File: config.mk
export PLATFORM = sky130hd
export DESIGN_NAME = keypad_mov_flat
export DESIGN_NICKNAME = d
export VERILOG_FILES = /design/src/rtl/keypad_mov_if.sv /design/src/rtl/keypad_mov.sv /design/src/flat_wrapper.sv
export SDC_FILE = /design/constraint.sdc
export NUM_CORES = 1
export LEC_CHECK = 0
export BUFFER_PORTS_ARGS = -buffer_cell sky130_fd_sc_hd__buf_2
export CORE_ASPECT_RATIO = 2
export CORE_MARGIN = 2
export CORE_UTILIZATION = 65
export CTS_CLUSTER_DIAMETER = 150
export DETAILED_ROUTE_END_ITERATION = 7
export PLACE_DENSITY = 0.83
export SYNTH_ARGS = -nofsm -noshare
export SYNTH_HDL_FRONTEND = slang
export SYNTH_SLANG_ARGS = --single-unit
File: constraint.sdc
create_clock -name sys_clk -period 3.6 [get_ports sys_clk]
set_clock_uncertainty 0.1 [all_clocks]
set_input_delay 1.08 -clock sys_clk [delete_from_list [all_inputs] [get_ports sys_clk]]
set_output_delay 1.08 -clock sys_clk [all_outputs]
set_load 0.01 [all_outputs]
File: src/rtl/keypad_mov_if.sv
// Keypad pin bundle plus the movement/press outputs of keypad_mov.
// master = the scanner, slave = the board/consumer side.
interface keypad_mov_if;
    logic [3:0] key_row;
    logic [3:0] key_col;
    logic [3:0] mov;
    logic [3:0] key_code;
    logic       key_valid;

    modport master (
        input  key_row,
        output key_col,
        output mov,
        output key_code,
        output key_valid
    );

    modport slave (
        output key_row,
        input  key_col,
        input  mov,
        input  key_code,
        input  key_valid
    );
endinterface

File: src/rtl/keypad_mov.sv
// keypad_mov: 4x4 active-low keypad scanner with frame debounce, direction map and press events.
// Optional KEYPAD_DIAG_EN: diagonal keys 1/3/7/9 each drive two direction bits.
module keypad_mov #(
    parameter int SCAN_DIV        = 50000,
    parameter int DEBOUNCE_FRAMES = 4
) (
    input  logic         sys_clk,
    input  logic         sys_rst_n,
    keypad_mov_if.master kp
);
    localparam int               CNT_W     = (SCAN_DIV > 1) ? $clog2(SCAN_DIV) : 1;
    localparam logic [CNT_W-1:0] SLOT_LAST = CNT_W'(SCAN_DIV - 1);
    localparam logic [3:0]       MATCH_MIN = 4'(DEBOUNCE_FRAMES - 1);

    localparam int K_UP    = 1;
    localparam int K_LEFT  = 4;
    localparam int K_RIGHT = 6;
    localparam int K_DOWN  = 9;
`ifdef KEYPAD_DIAG_EN
    localparam int K_UL    = 0;
    localparam int K_UR    = 2;
    localparam int K_DL    = 8;
    localparam int K_DR    = 10;
`endif

    // state | meaning
    // COL0  | column 0 driven low (key_col = 1110)
    // COL1  | column 1 driven low (key_col = 1101)
    // COL2  | column 2 driven low (key_col = 1011)
    // COL3  | column 3 driven low, its sample closes the frame
    typedef enum logic [1:0] {
        COL0 = 2'd0,
        COL1 = 2'd1,
        COL2 = 2'd2,
        COL3 = 2'd3
    } state_t;

    state_t           r_state;
    state_t           w_state_nxt;
    logic [CNT_W-1:0] r_slot_cnt;
    logic             w_slot_end;
    logic             w_frame_end;
    logic [3:0]       w_key_col;

    logic [3:0]       r_row_s1;
    logic [3:0]       r_row_s2;

    logic [15:0]      r_raw;
    logic [15:0]      w_raw_nxt;
    logic             r_frame_done;
    logic [15:0]      r_prev;
    logic [3:0]       r_match;
    logic [3:0]       w_match_nxt;
    logic             w_load;
    logic [15:0]      r_stable;
    logic [15:0]      r_new_press;
    logic [3:0]       w_press_code;

    logic             w_up;
    logic             w_down;
    logic             w_left;
    logic             w_right;
    logic [3:0]       w_mov;

    logic [3:0]       r_mov;
    logic [3:0]       r_key_code;
    logic             r_key_valid;

    assign w_slot_end  = (r_slot_cnt == SLOT_LAST);
    assign w_frame_end = w_slot_end && (r_state == COL3);

    // Scan FSM: state register and slot timer
    always_ff @(posedge sys_clk) begin
        if (!sys_rst_n) begin
            r_state    <= COL0;
            r_slot_cnt <= '0;
        end else begin
            r_state    <= w_state_nxt;
            r_slot_cnt <= w_slot_end ? '0 : r_slot_cnt + 1'b1;
        end
    end

    always_comb begin
        w_state_nxt = r_state;
        if (w_slot_end) begin
            case (r_state)
                COL0:    w_state_nxt = COL1;
                COL1:    w_state_nxt = COL2;
                COL2:    w_state_nxt = COL3;
                COL3:    w_state_nxt = COL0;
                default: w_state_nxt = COL0;
            endcase
        end
    end

    always_comb begin
        w_key_col = 4'b1110;
        case (r_state)
            COL0:    w_key_col = 4'b1110;
            COL1:    w_key_col = 4'b1101;
            COL2:    w_key_col = 4'b1011;
            COL3:    w_key_col = 4'b0111;
            default: w_key_col = 4'b1110;
        endcase
    end

    assign kp.key_col = w_key_col;

    // Rows idle high so the synchroniser resets to "nothing pressed"
    always_ff @(posedge sys_clk) begin
        if (!sys_rst_n) begin
            r_row_s1 <= 4'hF;
            r_row_s2 <= 4'hF;
        end else begin
            r_row_s1 <= kp.key_row;
            r_row_s2 <= r_row_s1;
        end
    end

    // Frame bit index is {row, col}, i.e. row*4+col
    always_comb begin
        w_raw_nxt = r_raw;
        for (int r = 0; r < 4; r++) begin
            w_raw_nxt[{2'(r), r_state}] = ~r_row_s2[r];
        end
    end

    always_ff @(posedge sys_clk) begin
        if (!sys_rst_n) begin
            r_raw        <= '0;
            r_frame_done <= 1'b0;
        end else begin
            r_frame_done <= w_frame_end;
            if (w_slot_end) begin
                r_raw <= w_raw_nxt;
            end
        end
    end

    always_comb begin
        w_match_nxt = r_match;
        if (r_raw == r_prev) begin
            if (r_match != 4'd15) begin
                w_match_nxt = r_match + 4'd1;
            end
        end else begin
            w_match_nxt = '0;
        end
    end

    assign w_load = r_frame_done && (w_match_nxt >= MATCH_MIN);

    always_ff @(posedge sys_clk) begin
        if (!sys_rst_n) begin
            r_prev      <= '0;
            r_match     <= '0;
            r_stable    <= '0;
            r_new_press <= '0;
        end else begin
            if (r_frame_done) begin
                r_prev  <= r_raw;
                r_match <= w_match_nxt;
            end
            if (w_load) begin
                r_stable <= r_raw;
            end
            r_new_press <= w_load ? (r_raw & ~r_stable) : '0;
        end
    end

    // Lowest set index wins when several keys land in the same frame
    always_comb begin
        w_press_code = '0;
        for (int i = 15; i >= 0; i--) begin
            if (r_new_press[i]) begin
                w_press_code = 4'(i);
            end
        end
    end

    always_comb begin
        w_up    = r_stable[K_UP];
        w_down  = r_stable[K_DOWN];
        w_left  = r_stable[K_LEFT];
        w_right = r_stable[K_RIGHT];
`ifdef KEYPAD_DIAG_EN
        w_up    = w_up    | r_stable[K_UL] | r_stable[K_UR];
        w_down  = w_down  | r_stable[K_DL] | r_stable[K_DR];
        w_left  = w_left  | r_stable[K_UL] | r_stable[K_DL];
        w_right = w_right | r_stable[K_UR] | r_stable[K_DR];
`endif
        w_mov = {w_up & ~w_down, w_down & ~w_up, w_left & ~w_right, w_right & ~w_left};
    end

    always_ff @(posedge sys_clk) begin
        if (!sys_rst_n) begin
            r_mov       <= '0;
            r_key_code  <= '0;
            r_key_valid <= 1'b0;
        end else begin
            r_mov       <= w_mov;
            r_key_valid <= |r_new_press;
            if (|r_new_press) begin
                r_key_code <= w_press_code;
            end
        end
    end

    assign kp.mov       = r_mov;
    assign kp.key_code  = r_key_code;
    assign kp.key_valid = r_key_valid;
endmodule

File: src/flat_wrapper.sv
// flat-port wrapper written by rule: the top's interface ports become plain ports
module keypad_mov_flat 
#(
    parameter int SCAN_DIV        = 50000,
    parameter int DEBOUNCE_FRAMES = 4
)
  (sys_clk, sys_rst_n, kp_key_row, kp_key_col, kp_mov, kp_key_code, kp_key_valid);
  keypad_mov_if kp_i ();
  input  logic sys_clk;
  input  logic sys_rst_n;
  input wire logic [$bits(kp_i.key_row)-1:0] kp_key_row;
  output wire logic [$bits(kp_i.key_col)-1:0] kp_key_col;
  output wire logic [$bits(kp_i.mov)-1:0] kp_mov;
  output wire logic [$bits(kp_i.key_code)-1:0] kp_key_code;
  output wire logic [$bits(kp_i.key_valid)-1:0] kp_key_valid;
  assign kp_i.key_row = kp_key_row;
  assign kp_key_col = kp_i.key_col;
  assign kp_mov = kp_i.mov;
  assign kp_key_code = kp_i.key_code;
  assign kp_key_valid = kp_i.key_valid;
  keypad_mov #(.SCAN_DIV(SCAN_DIV), .DEBOUNCE_FRAMES(DEBOUNCE_FRAMES)) u_core (.sys_clk(sys_clk), .sys_rst_n(sys_rst_n), .kp(kp_i));
endmodule
==> run metrics <==
Critical Path Most Common Cell=sky130_fd_sc_hd__inv_1; total internal power=1.745 mW; depth of the worst register-to-register path=5; overall track demand over capacity in global routing=0.2385; number of max-slew violations in the final report=0; cell at the root of the clock tree=sky130_fd_sc_hd__clkbuf_16; RSZ-0062 raised after global routing=no; nets=462; category of the worst setup path launch point=flip-flop; maximum net fanout on the critical path=5; Reg2Reg Setup Slack=~1300 ps; Net Sw Frac=0.1963; number of warnings printed during yosys synthesis=0; register share of total power=0.535; combinational fraction of design power=0.014; Static Leakage=1.977 nW; worst flop-to-flop path startpoint=u_core.r_raw[4]$_SDFFE_PN0P_; Seq/Total Area, Yosys=0.4873; initial antenna violation count=0; count of antenna-violating nets left after detailed routing=0; count of antenna diodes in the layout=0; Pwr Total=between 2 and 2.5 mW; cell count after synthesis=between 400 and 500; clock slew seen by the registers of the worst setup and hold paths=approximately 60 ps; CP endpoint=kp_key_col[1]; EDFF count, synth=0; worst-margin pin slew=around 680 ps; relative contribution of the clock network to total power=0.450; final-report setup violation count=0; overall die area=approximately 7300 sq um; worst relative slew slack=0.5429; Initial DRC Count=116; distinct cell type count after synthesis=49; number of max-cap violations=0; met2 global-route usage=0.4096; TritonCTS clock tree=yes; H-tree Lvls=3; source of the critical timing path=u_core.r_state[1]$_SDFFE_PN0P_; routability-driven placement congestion ratio=between 0.7 and 0.8; f_max=~410 MHz; Layout Utilization=0.7412; cell-by-cell listing of the critical path=inv_1, ha_1, inv_1, buf_2; outcome=complete, no violations; Arr. time, crit path=roughly 1300 ps; busiest layer in global routing=met2; sink count of the clock tree=104; final cycle utilization of the critical path=0.6788; half-perimeter wire length after detailed placement=around 5600 um; signed area change from the synthesized netlist to the final layout=9.458%; capture instance of the worst register-to-register path=u_core.r_new_press[13]$_SDFF_PN0_; ys flop type=sky130_fd_sc_hd__dfxtp_1; count of state elements after synthesis=104; horizontal die dimension=~61 um; Switching Power=0.4263 mW; fraction of layout cells with a size suffix above 1=0.09272; met1 track demand over resource=0.2431; type of the tightest min-delay check=reg -> reg; async set or reset register ratio after synthesis=0; critical path type=reg -> out; maximum VDD drop=0.3414 mV; wire per inst=14.63 um; worst-case clock buffer depth=2; effective utilization at floorplan=0.6772; wire length of the first global-routing pass=between 10000 and 15000 um; Cell Pwr Density=about 460 nW/um^2; Core Box Area=around 6300 sq um; TritonCTS buffer count=9; slowest stage delay, CP=about 400 ps; Pre-Repair DR Iteration Count=4; number of input and output port buffers inserted=18; cts hold-fix bufs=0; Core Rows=just over 40; non-filler cells, final=between 500 and 600; total global routing overflow=0; met3 routing resource usage after global routing=0.06346; critical path required time=roughly 2400 ps; cell area after synthesis=4273 sq um; worst slack on hold paths=307.1 ps; post-layout min period=between 2000 and 2500 ps; vias in the first global route=approximately 3000; die extent in y=118.7 um; Vias/cell=about 5.5; Sum Neg Setup Slack=0 ps; Boundary Pins=19; synthesized netlist net count=451; instance count after placement with tap cells included=~520; setup repair bufs after CTS=0; total count of hold-check failures in the final report=0; overall via count from detail_route=a little under 3000; insertion delay to the later sink of the worst-skew pair=around 340 ps; final routed DRC violation total=0; total routed wirelength=7886 um; pin count of the biggest net entering global routing=58; endpoint kind of the worst setup timing path=output port; post-synthesis area per instance=9.778 sq um; Resized Gates After CTS=0; standard cell with the maximum stage delay on the critical path=sky130_fd_sc_hd__dfxtp_1
==> sequential cells by signal, indices dropped and copies added (netlist names) <==
name / cells
u_core.kp.mov: 4
u_core.r_new_press: 16
u_core.kp.key_valid: 1
u_core.r_match: 4
u_core.kp.key_code: 4
u_core.r_prev: 16
u_core.r_row_s1: 4
u_core.r_frame_done: 1
u_core.r_state: 2
u_core.r_slot_cnt: 16
u_core.r_row_s2: 4
u_core.r_stable: 16
u_core.r_raw: 16
==> how the worst min path moves through the flow <==
stage / from / cells past startpoint / endpoint
2_1_floorplan: u_core.r_row_s1[0]$_SDFF_PN1_ / 1 / u_core.r_row_s2[0]$_SDFF_PN1_
3_3_place_gp: u_core.r_row_s1[3]$_SDFF_PN1_ / 1 / u_core.r_row_s2[3]$_SDFF_PN1_
6_report: u_core.r_row_s1[3]$_SDFF_PN1_ / 1 / u_core.r_row_s2[3]$_SDFF_PN1_
5_1_grt: u_core.r_stable[10]$_SDFFE_PN0N_ / 1 / u_core.r_new_press[10]$_SDFF_PN0_
4_1_cts: u_core.r_row_s1[3]$_SDFF_PN1_ / 1 / u_core.r_row_s2[3]$_SDFF_PN1_
3_5_place_dp: u_core.r_row_s1[3]$_SDFF_PN1_ / 1 / u_core.r_row_s2[3]$_SDFF_PN1_
==> area by class of cell <==
| class | instances | area [sq um] |
|---|---|---|
| tap | 86 | 107.6 |
| inverter | 13 | 48.80 |
| clock inverter | 4 | 52.55 |
| multi-input combinational | 300 | 2024 |
| timing repair buffer | 20 | 105.1 |
| fill | 465 | 1633 |
| clock buffer | 12 | 256.5 |
| sequential | 104 | 2082 |
==> metal layers <==
layer	wire length [um]	vias to the layer above
met4	368	0
li1	-	1500
met5	0	-
met2	4353	49
met1	2979	1398
met3	185	20
==> logic make-up after synthesis <==
group / share of synthesized area
flip-flops: 0.4873
AND/OR/NAND/NOR: 0.2328
buffers and inverters: 0.03895
adder cells (fa/ha/maj): 0.02343
XOR/XNOR: 0.05944
AO/OA/AOI/OAI: 0.07819
multiplexers: 0.07994
==> cell usage after synthesis, types with 2 or more instances <==
library cell,number,area (sq um)
sky130_fd_sc_hd__and3b_1,2,17.52
sky130_fd_sc_hd__o31ai_1,2,15.01
sky130_fd_sc_hd__mux2i_1,33,330.3
sky130_fd_sc_hd__nor4_1,4,25.02
sky130_fd_sc_hd__nor2_1,35,131.4
sky130_fd_sc_hd__nand3_1,9,45.04
sky130_fd_sc_hd__a21boi_0,4,30.03
sky130_fd_sc_hd__and2_1,4,25.02
sky130_fd_sc_hd__ha_1,8,100.1
sky130_fd_sc_hd__dfxtp_1,104,2082
sky130_fd_sc_hd__nand3b_1,2,15.01
sky130_fd_sc_hd__nand4_1,7,43.79
sky130_fd_sc_hd__buf_6,5,56.30
sky130_fd_sc_hd__and3_1,4,25.02
sky130_fd_sc_hd__nor2b_1,19,118.9
sky130_fd_sc_hd__o21ai_0,4,20.02
sky130_fd_sc_hd__xnor2_1,22,192.7
sky130_fd_sc_hd__clkbuf_1,11,41.29
sky130_fd_sc_hd__nand2_1,61,229.0
sky130_fd_sc_hd__xor2_1,7,61.31
sky130_fd_sc_hd__nor3b_1,17,127.6
sky130_fd_sc_hd__o211a_1,17,170.2
sky130_fd_sc_hd__buf_1,2,7.510
sky130_fd_sc_hd__nand2b_1,12,75.07
sky130_fd_sc_hd__a21oi_1,6,30.03
sky130_fd_sc_hd__inv_1,13,48.80
==> layout by cell type (no fill, tap or decap), types with 12 or more instances in the layout <==
cell type / Yosys / layout
sky130_fd_sc_hd__buf_2: 1 / 18
sky130_fd_sc_hd__dfxtp_1: 104 / 104
sky130_fd_sc_hd__inv_1: 13 / 13
sky130_fd_sc_hd__mux2i_1: 33 / 33
sky130_fd_sc_hd__nand2_1: 61 / 61
sky130_fd_sc_hd__nand2b_1: 12 / 12
sky130_fd_sc_hd__nor2_1: 35 / 35
sky130_fd_sc_hd__nor2b_1: 19 / 19
sky130_fd_sc_hd__nor3b_1: 17 / 17
sky130_fd_sc_hd__o211a_1: 17 / 17
sky130_fd_sc_hd__xnor2_1: 22 / 22
==> power groups by stage <==
stage / clock network, mW / logic (mW) / registers (mW)
after floorplan: 0 / 0.0270 / 1.19
after global placement: 0 / 0.0305 / 1.19
after detailed placement: 0 / 0.0313 / 1.19
after CTS: 0.992 / 0.0315 / 1.16
after global routing: 1.04 / 0.0347 / 1.16
final: 0.978 / 0.0312 / 1.16
==> critical path: cells and delay by family, from the launching register on <==
family | cells | cell delay [ps]
fa+ha+maj | 1 | 220
buf+inv | 3 | 300
flops | 1 | 410
==> through the flow <==
| stage | instance area [sq um] | worst slack (ps) |
|---|---|---|
| floorplan | 4273 | 1363 |
| finish | 4677 | 1157 |
| CTS | 4677 | 1151 |
| global route | 4677 | 973.1 |
| detailed placement | 4368 | 825.2 |
| global placement | 4368 | 927.9 |
(Power assumes the default switching activity.)
